[src/rtl/edge_event_throttle_if.sv]
// edge_event_throttle_if: event/acknowledge handshake and status signals of the edge event throttle
interface edge_event_throttle_if #(
  parameter int CNT_WIDTH = 4
);
  logic                 event_i;
  logic                 clear_i;
  logic                 ack_i;
  logic                 edge_o;
  logic                 busy_o;
  logic [CNT_WIDTH-1:0] pending_o;
  logic                 overflow_o;
  logic                 timeout_o;
  modport master (
    output event_i, clear_i, ack_i,
    input  edge_o, busy_o, pending_o, overflow_o, timeout_o
  );
  modport slave (
    input  event_i, clear_i, ack_i,
    output edge_o, busy_o, pending_o, overflow_o, timeout_o
  );
endinterface

[src/rtl/edge_event_throttle.sv]
// edge_event_throttle: queues event pulses and replays them one at a time, each after the previous acknowledge (EDGE_THROTTLE_TIMEOUT_EN adds an acknowledge watchdog)
module edge_event_throttle #(
  parameter int CNT_WIDTH      = 4,
  parameter int TIMEOUT_CYCLES = 256
) (
  input logic                 clk_i,
  input logic                 rst_i,
  edge_event_throttle_if.slave io
);
  typedef enum logic [1:0] {IDLE, SEND, WAIT_ACK} state_t;
  localparam logic [CNT_WIDTH-1:0] CNT_MAX = '1;
  state_t               state_q, state_d;
  logic                 ack_q;
  logic [CNT_WIDTH-1:0] pend_q, pend_d;
  logic                 ovf_q, ovf_d;
  logic                 to_q, to_d;
  logic                 ev, ack_rise, work, go, inc, dec, expired;
`ifdef EDGE_THROTTLE_TIMEOUT_EN
  localparam int TW = $clog2(TIMEOUT_CYCLES + 1);
  logic [TW-1:0] tmo_q, tmo_d;
  // watchdog: cycles spent in WAIT_ACK, zeroed whenever outside it so each wait starts fresh
  always_comb begin
    tmo_d   = (state_q == WAIT_ACK) ? tmo_q + 1'b1 : '0;
    expired = (state_q == WAIT_ACK) && !ack_rise && (tmo_q == TW'(TIMEOUT_CYCLES - 1));
    to_d    = io.clear_i ? 1'b0 : (to_q | expired);
  end
  // watchdog register
  always_ff @(posedge clk_i) begin
    if (rst_i) begin
      tmo_q <= '0;
      to_q  <= 1'b0;
    end else begin
      tmo_q <= tmo_d;
      to_q  <= to_d;
    end
  end
`else
  assign expired = 1'b0;
  assign to_d    = 1'b0;
  assign to_q    = 1'b0;
`endif
  // next state and pending-count bookkeeping; a coincident event and counter consumption net to zero
  always_comb begin
    ev       = io.event_i & ~io.clear_i;
    ack_rise = io.ack_i & ~ack_q;
    work     = ev | (pend_q != '0);
    state_d  = state_q;
    case (state_q)
      IDLE:     state_d = work ? SEND : IDLE;
      SEND:     state_d = WAIT_ACK;
      WAIT_ACK: state_d = ack_rise ? (work ? SEND : IDLE) : (expired ? IDLE : WAIT_ACK);
      default:  state_d = IDLE;
    endcase
    go     = (state_d == SEND);
    dec    = go & (pend_q != '0);
    inc    = ev & ~(go & ~dec);
    pend_d = io.clear_i           ? '0 :
             (inc & ~dec)         ? ((pend_q == CNT_MAX) ? pend_q : pend_q + 1'b1) :
             (~inc & dec)         ? pend_q - 1'b1 : pend_q;
    ovf_d  = io.clear_i ? 1'b0 : (ovf_q | (inc & ~dec & (pend_q == CNT_MAX)));
  end
  // state, acknowledge history and sticky status registers
  always_ff @(posedge clk_i) begin
    if (rst_i) begin
      state_q <= IDLE;
      ack_q   <= 1'b0;
      pend_q  <= '0;
      ovf_q   <= 1'b0;
    end else begin
      state_q <= state_d;
      ack_q   <= io.ack_i;
      pend_q  <= pend_d;
      ovf_q   <= ovf_d;
    end
  end
  assign io.edge_o     = (state_q == SEND);
  assign io.busy_o     = (state_q != IDLE);
  assign io.pending_o  = pend_q;
  assign io.overflow_o = ovf_q;
  assign io.timeout_o  = to_q;
endmodule

[src/flat_wrapper.sv]
// flat-port wrapper written by rule: the top's interface ports become plain ports
module edge_event_throttle_flat 
#(
  parameter int CNT_WIDTH      = 4,
  parameter int TIMEOUT_CYCLES = 256
)
  (clk_i, rst_i, io_event_i, io_clear_i, io_ack_i, io_edge_o, io_busy_o, io_pending_o, io_overflow_o, io_timeout_o);
  edge_event_throttle_if #(.CNT_WIDTH(CNT_WIDTH)) io_i ();
  input logic clk_i;
  input logic rst_i;
  input wire logic [$bits(io_i.event_i)-1:0] io_event_i;
  input wire logic [$bits(io_i.clear_i)-1:0] io_clear_i;
  input wire logic [$bits(io_i.ack_i)-1:0] io_ack_i;
  output wire logic [$bits(io_i.edge_o)-1:0] io_edge_o;
  output wire logic [$bits(io_i.busy_o)-1:0] io_busy_o;
  output wire logic [$bits(io_i.pending_o)-1:0] io_pending_o;
  output wire logic [$bits(io_i.overflow_o)-1:0] io_overflow_o;
  output wire logic [$bits(io_i.timeout_o)-1:0] io_timeout_o;
  assign io_i.event_i = io_event_i;
  assign io_i.clear_i = io_clear_i;
  assign io_i.ack_i = io_ack_i;
  assign io_edge_o = io_i.edge_o;
  assign io_busy_o = io_i.busy_o;
  assign io_pending_o = io_i.pending_o;
  assign io_overflow_o = io_i.overflow_o;
  assign io_timeout_o = io_i.timeout_o;
  edge_event_throttle #(.CNT_WIDTH(CNT_WIDTH), .TIMEOUT_CYCLES(TIMEOUT_CYCLES)) u_core (.clk_i(clk_i), .rst_i(rst_i), .io(io_i));
endmodule
[config.mk]
export PLATFORM = sky130hd
export DESIGN_NAME = edge_event_throttle_flat
export DESIGN_NICKNAME = d
export VERILOG_FILES = /design/src/rtl/edge_event_throttle_if.sv /design/src/rtl/edge_event_throttle.sv /design/src/flat_wrapper.sv
export SDC_FILE = /design/constraint.sdc
export NUM_CORES = 1
export LEC_CHECK = 0
export BUFFER_PORTS_ARGS = -buffer_cell sky130_fd_sc_hd__buf_2
export CORE_MARGIN = 5
export CORE_UTILIZATION = 30
export CTS_BUF_LIST = sky130_fd_sc_hd__clkbuf_8
export DETAILED_ROUTE_END_ITERATION = 8
export PLACE_DENSITY = 0.56
export SKIP_CTS_REPAIR_TIMING = 1
export SYNTH_ARGS = -nofsm -noshare
export SYNTH_HDL_FRONTEND = slang
export SYNTH_SLANG_ARGS = --single-unit
[constraint.sdc]
create_clock -name clk_i -period 3.45 [get_ports clk_i]
set_clock_uncertainty 0.2 [all_clocks]
set_input_delay 0.1725 -clock clk_i [delete_from_list [all_inputs] [get_ports clk_i]]
set_output_delay 0.1725 -clock clk_i [all_outputs]
set_load 0.01 [all_outputs]
==> metrics.txt <==
# TYPE chip_impl_metric gauge
chip_impl_info{name="outcome",value="finished, final reports clean"} 1
chip_impl_metric{name="worstPathArrival",unit="ps"} 2340
chip_impl_metric{name="post_synth_xor_area_fraction",unit=""} 0.0565
chip_impl_metric{name="core-area",unit="um^2"} 1490
chip_impl_metric{name="grt_overflow",unit=""} 0
chip_impl_metric{name="place_worst_setup_slack",unit="ps"} 1170
chip_impl_metric{name="floorplan.die.height",unit="um"} 49.4
chip_impl_metric{name="final.hold.worst_slack",unit="ps"} 12.0
chip_impl_metric{name="via_count",unit=""} 387
chip_impl_info{name="hold_class",value="in2reg"} 1
chip_impl_metric{name="place.detailed.hpwl",unit="um"} 656
chip_impl_metric{name="synth_compound_gate_area_share",unit=""} 0.234
chip_impl_metric{name="drt_iter0_drc",unit=""} 7
chip_impl_metric{name="final_layout_size_suffix_gt1_frac",unit=""} 0.328
chip_impl_metric{name="route.detailed.vias_per_inst",unit=""} 5.03
chip_impl_info{name="mostFrequentLayoutCell",value="buf_2"} 1
chip_impl_metric{name="tritoncts.num_buffers",unit=""} 3
chip_impl_info{name="critical_path.startpoint_type",value="primary input"} 1
chip_impl_metric{name="post_synth_and_or_nand_nor_area_fraction",unit=""} 0.199
chip_impl_info{name="tritoncts",value="done"} 1
chip_impl_metric{name="r2r_slack",unit="ps"} 1170
chip_impl_metric{name="drv_slew",unit=""} 0
chip_impl_metric{name="required",unit="ps"} 3370
chip_impl_metric{name="instances_no_fill",unit=""} 77
chip_impl_metric{name="finalWorstSetupSlack",unit="ps"} 1030
chip_impl_metric{name="grt_pass1_vias",unit=""} 357
chip_impl_metric{name="maximum_clock_rate",unit="GHz"} 0.414
chip_impl_metric{name="floorplan.initialDensity",unit=""} 0.313
chip_impl_metric{name="placed_area",unit="um^2"} 529
chip_impl_metric{name="post_synthesis_average_cell_area",unit="um^2"} 9.70
chip_impl_metric{name="critical_path.max_fanout",unit=""} 3
chip_impl_metric{name="place.detailed.instances",unit=""} 73
chip_impl_metric{name="global_route_wire_length_before_repair",unit="um"} 1600
chip_impl_metric{name="n_antenna_cell",unit=""} 0
chip_impl_metric{name="grt_antenna_before_repair",unit=""} 0
chip_impl_info{name="synth_top_family_by_area",value="compound AO/OA/AOI/OAI gates"} 1
chip_impl_metric{name="clock_latency_on_the_worst_skew_pair",unit="ps"} 230
chip_impl_metric{name="power.static_leakage",unit="nW"} 0.271
chip_impl_info{name="clock-root-buffer",value="clkbuf_8"} 1
chip_impl_metric{name="post_synth_instance_area",unit="um^2"} 465
chip_impl_metric{name="rows",unit=""} 14
chip_impl_metric{name="wl",unit="um"} 903
chip_impl_metric{name="synth.ff_latch_count",unit=""} 8
chip_impl_metric{name="cts.reportedPaths.clkPinSlew",unit="ps"} 40
chip_impl_metric{name="yosys-mux-area-fraction",unit=""} 0.0215
chip_impl_metric{name="layout-area-overhead-vs-synth",unit="%"} 24.7
chip_impl_metric{name="period_needed",unit="ps"} 2420
chip_impl_metric{name="post-route-period-util",unit=""} 0.701
chip_impl_metric{name="dieArea",unit="um^2"} 2440
chip_impl_metric{name="crit_path_max_incr_delay",unit="ps"} 530
chip_impl_info{name="worst-setup-path-type",value="in2reg"} 1
chip_impl_metric{name="wl_per_cell",unit="um"} 11.7
chip_impl_metric{name="hold_viol",unit=""} 0
chip_impl_info{name="critical_path.endpoint_type",value="register"} 1
chip_impl_metric{name="antenna_left",unit=""} 0
chip_impl_metric{name="setup_violations",unit=""} 0
chip_impl_metric{name="worst-path-buf-inv",unit=""} 3
chip_impl_metric{name="count_of_buffers_inserted_at_the_top_level_ports",unit=""} 11
chip_impl_metric{name="design.portCount",unit=""} 13
chip_impl_metric{name="vdd_ir_drop_max",unit="V"} 0.000311
chip_impl_info{name="cell_with_the_largest_stage_delay_on_the_worst_path",value="dlygate4sd3_1"} 1
chip_impl_info{name="grt_setup_unrepaired",value="false"} 1
chip_impl_metric{name="clock_sinks",unit=""} 8
chip_impl_metric{name="synth_cell_types",unit=""} 28
chip_impl_metric{name="grt_max_degree",unit=""} 10
chip_impl_metric{name="route.detailed.drc",unit=""} 0
chip_impl_metric{name="synth_warnings",unit=""} 0
chip_impl_metric{name="cts_htree_levels",unit=""} 1
chip_impl_metric{name="maxCapViolCount",unit=""} 0
chip_impl_metric{name="final_nets",unit=""} 71
chip_impl_metric{name="synth.yosys.seq_area_share",unit=""} 0.344
chip_impl_info{name="layout.cells.most_common_list",value="buf_2 (11), dfxtp_1 (8), a21oi_1 (4), nor3_1 (4), clkbuf_8 (3)"} 1
chip_impl_info{name="cell_repeated_most_along_the_worst_path",value="a21oi_1"} 1
chip_impl_metric{name="drt_first_pass_iters",unit=""} 2
chip_impl_metric{name="cts_max_path_buffers",unit=""} 2
chip_impl_metric{name="global_router_s_overall_resource_usage",unit=""} 0.0884
chip_impl_metric{name="post_layout_instance_area",unit="um^2"} 581
chip_impl_metric{name="cell_area_power_density",unit="nW/um^2"} 623
chip_impl_info{name="dominant_delay_contributor_by_cell_family_on_the_critical_path",value="compound AO/OA/AOI/OAI gates"} 1
chip_impl_info{name="critical_path.cell_chain",value="dlygate4sd3_1 > buf_2 > nand2b_1 > o211a_1 > inv_1 > ha_1 > a21o_1 > a21oi_1 > xor2_1 > a21oi_1 > a31o_1"} 1
chip_impl_metric{name="fin_tns_setup",unit="ps"} 0
chip_impl_metric{name="synth_fp_nets",unit=""} 56
chip_impl_metric{name="syn_inst",unit=""} 48
chip_impl_metric{name="gpl.final_weighted_congestion",unit=""} 0.728
chip_impl_metric{name="synthAdderAreaFrac",unit=""} 0.0968
chip_impl_metric{name="die_width",unit="um"} 49.4
-- kinds of logic after synthesis --
| logic type | after synthesis |
|---|---|
| adder cells (fa/ha/maj) | 3 |
| AO/OA/AOI/OAI | 12 |
| flip-flops | 8 |
| other | 1 |
| buffers and inverters | 4 |
| AND/OR/NAND/NOR | 16 |
| multiplexers | 1 |
| XOR/XNOR | 3 |
-- worst min-delay path, stage by stage --
cell      delay [ps]
buf_2            100
nand2b_1          60
a211oi_1          50
-- power breakdown --
group / switching [W] / internal, W
sequential: 0.0000177 / 0.000105
combinational: 0.0000622 / 0.0000636
clock: 0.0000371 / 0.0000756
total: 0.000117 / 0.000245
-- metal layers --
metal  vias to the layer above  part of all wire  GRT usage
met3                         5             0.072     0.0459
met5                         -                 0          0
met2                        11              0.43      0.116
li1                        198                 -          -
met1                       173              0.46      0.107
met4                         0             0.030     0.0655
-- area by class of cell --
cell class / instances / area [um^2]
clock buffer: 3 / 41.3
fill: 146 / 908
inverter: 2 / 7.51
multi-input combinational: 36 / 287
sequential: 8 / 160
tap: 16 / 20.0
timing repair buffer: 12 / 65.1
-- cells in the mapped netlist --
master / n / area, um^2
a211oi_1: 1 / 7.51
a31o_1: 1 / 8.76
and2_1: 1 / 6.26
nand2_1: 1 / 3.75
nor4_1: 1 / 6.26
nand4_1: 1 / 6.26
a2111oi_2: 2 / 30.0
fa_1: 1 / 20.0
a21o_1: 2 / 15.0
or2_2: 1 / 6.26
nor3_1: 4 / 20.0
buf_4: 1 / 7.51
dfxtp_1: 8 / 160
mux2i_1: 1 / 10.0
conb_1: 1 / 3.75
nor2_2: 1 / 6.26
clkbuf_1: 1 / 3.75
nor2b_1: 2 / 12.5
xnor2_1: 2 / 17.5
a31o_4: 1 / 17.5
nor2_1: 1 / 3.75
ha_1: 2 / 25.0
xor2_1: 1 / 8.76
a21oi_1: 4 / 20.0
o211a_1: 1 / 10.0
nor2b_2: 1 / 8.76
nand2b_1: 2 / 12.5
inv_1: 2 / 7.51
-- metrics by stage --
stage | util | power, W
final | 0.390 | 0.000362
after global routing | 0.390 | 0.000391
after CTS | 0.383 | 0.000367
after detailed placement | 0.355 | 0.000251
after global placement | 0.355 | 0.000251
after floorplan | - | 0.000221
-- path summary, 6_finish.rpt --
path | start | end | cells past startpoint
max | io_ack_i | u_core.io.pending_o[3] | 11
min | io_event_i | u_core.state_q[0] | 3
max reg2reg | u_core.state_q[0] | u_core.io.pending_o[3] | 9
min reg2reg | u_core.io.overflow_o | u_core.io.overflow_o | 2
-- registers in the layout, summed over array words and instances (netlist names) --
| register | cells |
|---|---|
| u_core.state_q | 2 |
| u_core.io.overflow_o | 1 |
| u_core.ack_q | 1 |
| u_core.io.pending_o | 4 |
Note: power is estimated with default switching activity, not from simulation.
